**src/rtl/fir_tap_sequencer.sv**
```systemverilog
// Input-side sequencer for the serial-MAC FIR: buffers one sample per frame in a circular delay line and
// streams NTAPS (sample, coefficient) pairs to the MAC. Define COEF_LOAD_EN for a writable coefficient file.
module fir_tap_sequencer #(
  parameter int NTAPS = 8,
  parameter int DW    = 20,
  parameter int CW    = 8
) (
  input  logic                      clk,
  input  logic                      reset,
  input  logic                      in_valid,
  input  logic [DW-1:0]             in_sample,
  output logic                      in_ready,
  output logic                      tap_valid,
  output logic                      tap_first,
  output logic                      tap_last,
  output logic [DW-1:0]             tap_sample,
  output logic [CW-1:0]             tap_coef
`ifdef COEF_LOAD_EN
  ,
  input  logic                      coef_we,
  input  logic [$clog2(NTAPS)-1:0]  coef_addr,
  input  logic [CW-1:0]             coef_wdata,
  output logic                      coef_drop
`endif
);

  localparam int AW = $clog2(NTAPS);
  localparam logic [CW-1:0] DEFAULT_COEF = CW'(1 << (CW - 4));

  typedef enum logic {IDLE, RUN} state_t;

  state_t        state;
  logic [AW-1:0] k;        // index of the next tap to issue
  logic [AW-1:0] wr_ptr;   // slot of the newest sample in the current frame
  logic [DW-1:0] mem [NTAPS];

  logic          accept;
  logic          frame_end;
  logic [AW-1:0] wr_addr;
  logic [AW-1:0] rd_addr;
  logic [AW-1:0] tap_idx;
  logic [CW-1:0] coef_sel;

  // A new frame may start from IDLE or, with no bubble, from the tap_last cycle.
  assign in_ready  = ~reset & ((state == IDLE) | tap_last);
  assign accept    = in_valid & in_ready;
  assign frame_end = (state == RUN) & tap_last;

  // NOTE: every always_comb output gets a default first so no latch can be inferred.
  always_comb begin
    wr_addr = wr_ptr;
    if (state == RUN) wr_addr = wr_ptr + AW'(1);
    rd_addr = wr_ptr - k;
    tap_idx = accept ? '0 : k;
  end

`ifdef COEF_LOAD_EN
  logic [CW-1:0] h [NTAPS];

  assign coef_sel = h[tap_idx];

  // Writes only land while the MAC is idle so a frame never sees mixed coefficient sets.
  always_ff @(posedge clk) begin
    if (reset) begin
      for (int i = 0; i < NTAPS; i++) h[i] <= DEFAULT_COEF;
      coef_drop <= 1'b0;
    end else begin
      coef_drop <= 1'b0;
      if (coef_we) begin
        if (state == IDLE && !accept) h[coef_addr] <= coef_wdata;
        else                          coef_drop    <= 1'b1;
      end
    end
  end
`else
  logic unused_idx;
  assign unused_idx = ^tap_idx;
  assign coef_sel   = DEFAULT_COEF;
`endif

  // NOTE: sequential state uses non-blocking assignments only, so every read sees pre-edge values.
  always_ff @(posedge clk) begin
    if (reset) begin
      state      <= IDLE;
      k          <= '0;
      wr_ptr     <= '0;
      tap_valid  <= 1'b0;
      tap_first  <= 1'b0;
      tap_last   <= 1'b0;
      tap_sample <= '0;
      tap_coef   <= '0;
      // NOTE: the delay line is cleared on reset so a fresh stream sees x[n-k]=0 for history.
      for (int i = 0; i < NTAPS; i++) mem[i] <= '0;
    end else if (accept) begin
      // Tap 0 is the incoming sample itself, bypassed straight to the output.
      mem[wr_addr] <= in_sample;
      wr_ptr       <= wr_addr;
      state        <= RUN;
      k            <= AW'(1);
      tap_valid    <= 1'b1;
      tap_first    <= 1'b1;
      tap_last     <= 1'b0;
      tap_sample   <= in_sample;
      tap_coef     <= coef_sel;
    end else if (frame_end) begin
      wr_ptr     <= wr_ptr + AW'(1);
      state      <= IDLE;
      k          <= '0;
      tap_valid  <= 1'b0;
      tap_first  <= 1'b0;
      tap_last   <= 1'b0;
      tap_sample <= '0;
      tap_coef   <= '0;
    end else if (state == RUN) begin
      tap_sample <= mem[rd_addr];
      tap_coef   <= coef_sel;
      tap_first  <= 1'b0;
      tap_last   <= (k == AW'(NTAPS - 1));
      k          <= k + AW'(1);
    end
  end

endmodule
```
**config.mk**
```make
export PLATFORM = sky130hd
export DESIGN_NAME = fir_tap_sequencer
export DESIGN_NICKNAME = d
export VERILOG_FILES = /design/src/rtl/fir_tap_sequencer.sv
export SDC_FILE = /design/constraint.sdc
export NUM_CORES = 1
export LEC_CHECK = 0
export ABC_AREA = 1
export BUFFER_PORTS_ARGS = -buffer_cell sky130_fd_sc_hd__buf_2
export CAP_MARGIN = 20
export CELL_PAD_IN_SITES_DETAIL_PLACEMENT = 1
export CELL_PAD_IN_SITES_GLOBAL_PLACEMENT = 1
export CORE_UTILIZATION = 47
export DETAILED_ROUTE_END_ITERATION = 10
export PLACE_DENSITY = 0.86
export SLEW_MARGIN = 0
export SYNTH_ARGS = -nofsm -noshare
export SYNTH_HDL_FRONTEND = slang
export SYNTH_SLANG_ARGS = --single-unit
```
**constraint.sdc**
```tcl
create_clock -name clk -period 3.2 [get_ports clk]
set_input_delay 0.32 -clock clk [delete_from_list [all_inputs] [get_ports clk]]
set_output_delay 0.32 -clock clk [all_outputs]
set_load 0.05 [all_outputs]
```
==> results.sh <==
export IMPL_multiInputGateArea_um2=2788
export IMPL_ant_nets=0
export IMPL_startpoint_type="flip-flop"
export IMPL_final_util_pct=54.91
export IMPL_antenna_cells=0
export IMPL_drtIter0Drc=613
export IMPL_critPathMaxFanout=16
export IMPL_final_design_area_no_fill_um2=9931
export IMPL_cp_slowest_cell="dfxtp_1"
export IMPL_min_path_type="in2reg"
export IMPL_max_slew_margin_pct=41.84
export IMPL_ff_latch_area_um2=5405
export IMPL_via_per_inst=5.621
export IMPL_syn_inst=964
export IMPL_nNetsFinal=1028
export IMPL_p_seq_share_pct=44.2
export IMPL_clock_latency_ns=0.44
export IMPL_grt_overflow=0
export IMPL_cts_buffer_depth=2
export IMPL_hold_violations=0
export IMPL_synth_warnings=0
export IMPL_ir_drop_mv=0.4321
export IMPL_worstPathCellList="nand2_1, inv_1, nor2_1, buf_2"
export IMPL_ioPinCount=55
export IMPL_die_x_um=138.2
export IMPL_dpl_cell_area_um2=9251
export IMPL_p_int_mw=4.638
export IMPL_fmax_mhz=391.4
export IMPL_ys_seq_area_share_pct=62.02
export IMPL_sw_frac_of_total_pct=28.53
export IMPL_rows=49
export IMPL_syn_avg_cell_area_um2=9.040
export IMPL_critPathMaxStageDelay_ns=0.70
export IMPL_area_growth_pct=13.96
export IMPL_grt_pass1_wl_um=40740
export IMPL_ys_seq_elements=190
export IMPL_pwr_share_comb_pct=18.0
export IMPL_violations="design-rule violations"
export IMPL_die_area_um2=19090
export IMPL_p_sw_mw=1.851
export IMPL_holdWs_ns=0.2367
export IMPL_drv_cap=0
export IMPL_post_drt_wl_per_cell_um=20.64
export IMPL_drt_wl_total_um=25630
export IMPL_firstDrtPassIters=8
export IMPL_fin_crit_ns=2.555
export IMPL_cp_end_kind="output pin"
export IMPL_layout_setup_ws_ns=0.6448
export IMPL_holdBufCountCts=0
export IMPL_drive_gt1_share_pct=12.04
export IMPL_clkPwrFrac_pct=37.8
export IMPL_portBuffers=47
export IMPL_antenna_found_initial=0
export IMPL_synth_area_um2=8715
export IMPL_cts_setup_buffers=0
export IMPL_coreArea_um2=18090
export IMPL_arrival_ns=2.24
export IMPL_grt_usage_pct=28.42
export IMPL_min_period_over_period_pct=79.85
export IMPL_status="complete, but fails checks"
export IMPL_timing_worst_slew_pin_value_ns=0.8725
export IMPL_critical_path_class="reg2out"
export IMPL_initial_core_util_pct=48.18
export IMPL_cts_htree_levels=4
export IMPL_cts_made_buffers=17
export IMPL_clockRootBuffer="clkbuf_16"
export IMPL_grt_pass1_vias=7395
export IMPL_ys_types=23
export IMPL_drv_slew=0
export IMPL_gp_congestion=0.7831
export IMPL_fin_worst_skew_ns=0.01097
export IMPL_setup_violations=0
export IMPL_required_ns=2.88
export IMPL_cts_tree="built"
export IMPL_grt_max_degree=81
export IMPL_dp_hpwl_um=16010
export IMPL_cts_resized=0
export IMPL_finalSetupTns_ns=0
export IMPL_dpl_worst_slack_ns=0.7345
export IMPL_rsz0062_at_grt="false"
export IMPL_fill_cells=2078
export IMPL_die_h_um=138.2
export IMPL_route_detailed_drc=8
export IMPL_path_clk_slew_ns=0.07
export IMPL_power_density_nw_per_um2=653.4
export IMPL_clock_sinks=190
export IMPL_leakagePower_nw=4.116
export IMPL_vias=6981
layer usage:
layer | track usage [%] | up-vias | wire (µm)
met2 | 50.83 | 240 | 13280
met1 | 33.83 | 3438 | 10020
met5 | 0 | - | 0
li1 | - | 3237 | -
met4 | 12.24 | 0 | 875
met3 | 4.815 | 66 | 1457
synth_stat cells, drive strengths merged:
library cell	number	area, µm²
nor2	130	488.0
dfxtp	30	600.6
xor2	1	8.760
o21ai	26	133.9
xnor2	1	8.760
edfxtp	160	4805
nor3	40	200.2
ha	4	50.05
conb	1	3.750
clkbuf	36	135.1
inv	45	168.9
fa	1	20.02
buf	34	182.7
nand2	278	1044
nand3	129	645.6
a21oi	26	130.1
or2	1	6.260
a31o	1	8.760
clkinv	20	75.07
critical path: cells and delay by family, from the launching register on:
kind | cells | cell delay, ns
buffers and inverters | 2 | 0.74
DFF | 1 | 0.70
and+or+nand+nor | 2 | 0.35
power groups by stage:
stage / registers [mW] / clock network (mW) / logic, mW
2_1_floorplan: 3.01 / 0 / 0.691
3_3_place_gp: 2.91 / 0 / 1.12
3_5_place_dp: 2.92 / 0 / 1.15
4_1_cts: 2.87 / 2.47 / 1.17
5_1_grt: 2.88 / 2.54 / 1.28
6_report: 2.87 / 2.45 / 1.17
layout make-up:
| class | count | area share [%] |
|---|---|---|
| Clock buffer | 20 | 4.700 |
| Clock inverter | 12 | 2.142 |
| Inverter | 65 | 2.457 |
| Multi-Input combinational cell | 645 | 28.07 |
| Sequential cell | 190 | 54.43 |
| Tap cell | 229 | 2.885 |
| Timing Repair Buffer | 81 | 5.317 |
per-stage QoR:
step | instances | total power, mW
finish | 1242 | 6.489
global route | 1242 | 6.703
CTS | 1242 | 6.509
detailed placement | 1210 | 4.076
global placement | 1210 | 4.030
floorplan | 970 | 3.700
final timing paths:
path             start         end  slack, ns  cells past startpoint
max              state    in_ready       0.64                      4
min           in_valid        k[0]       0.24                      3
max reg2reg      state  mem[5][17]       0.72                      8
min reg2reg  tap_first   tap_first       0.48                      2
registers in the layout, summed over array words and instances (netlist names):
register / cells
mem: 160
tap_coef: 1
tap_sample: 20
wr_ptr: 3
tap_first: 1
k: 3
tap_last: 1
state: 1
kinds of logic after synthesis:
logic type	synth area share, %
compound gates	3.130
xor+xnor	0.2010
fa+ha+maj	0.8041
buf+inv	6.447
flops	62.02
other cells	0.04303
simple gates	27.35
cells in the final DEF (no fill, tap or decap):
cell | netlist | routed
conb_1 | 1 | 7
clkinv_4 | 0 | 1
xnor2_1 | 1 | 1
nand3_2 | 0 | 1
or2_0 | 1 | 1
a31o_2 | 1 | 1
fa_2 | 0 | 1
ha_1 | 4 | 3
inv_1 | 42 | 42
clkbuf_8 | 0 | 3
xor2_1 | 1 | 1
buf_4 | 8 | 31
buf_12 | 0 | 3
clkinv_1 | 20 | 21
nor2_1 | 130 | 130
ha_2 | 0 | 1
nor3_1 | 40 | 40
edfxtp_1 | 160 | 160
clkbuf_16 | 0 | 17
inv_2 | 3 | 3
o21ai_0 | 25 | 23
buf_2 | 20 | 47
dfxtp_1 | 30 | 30
o21ai_2 | 1 | 3
clkinv_2 | 0 | 4
bufinv_16 | 0 | 6
a21oi_1 | 26 | 26
nand2_1 | 278 | 278
nand3_1 | 129 | 128
Power figures use the tool's default switching activity.
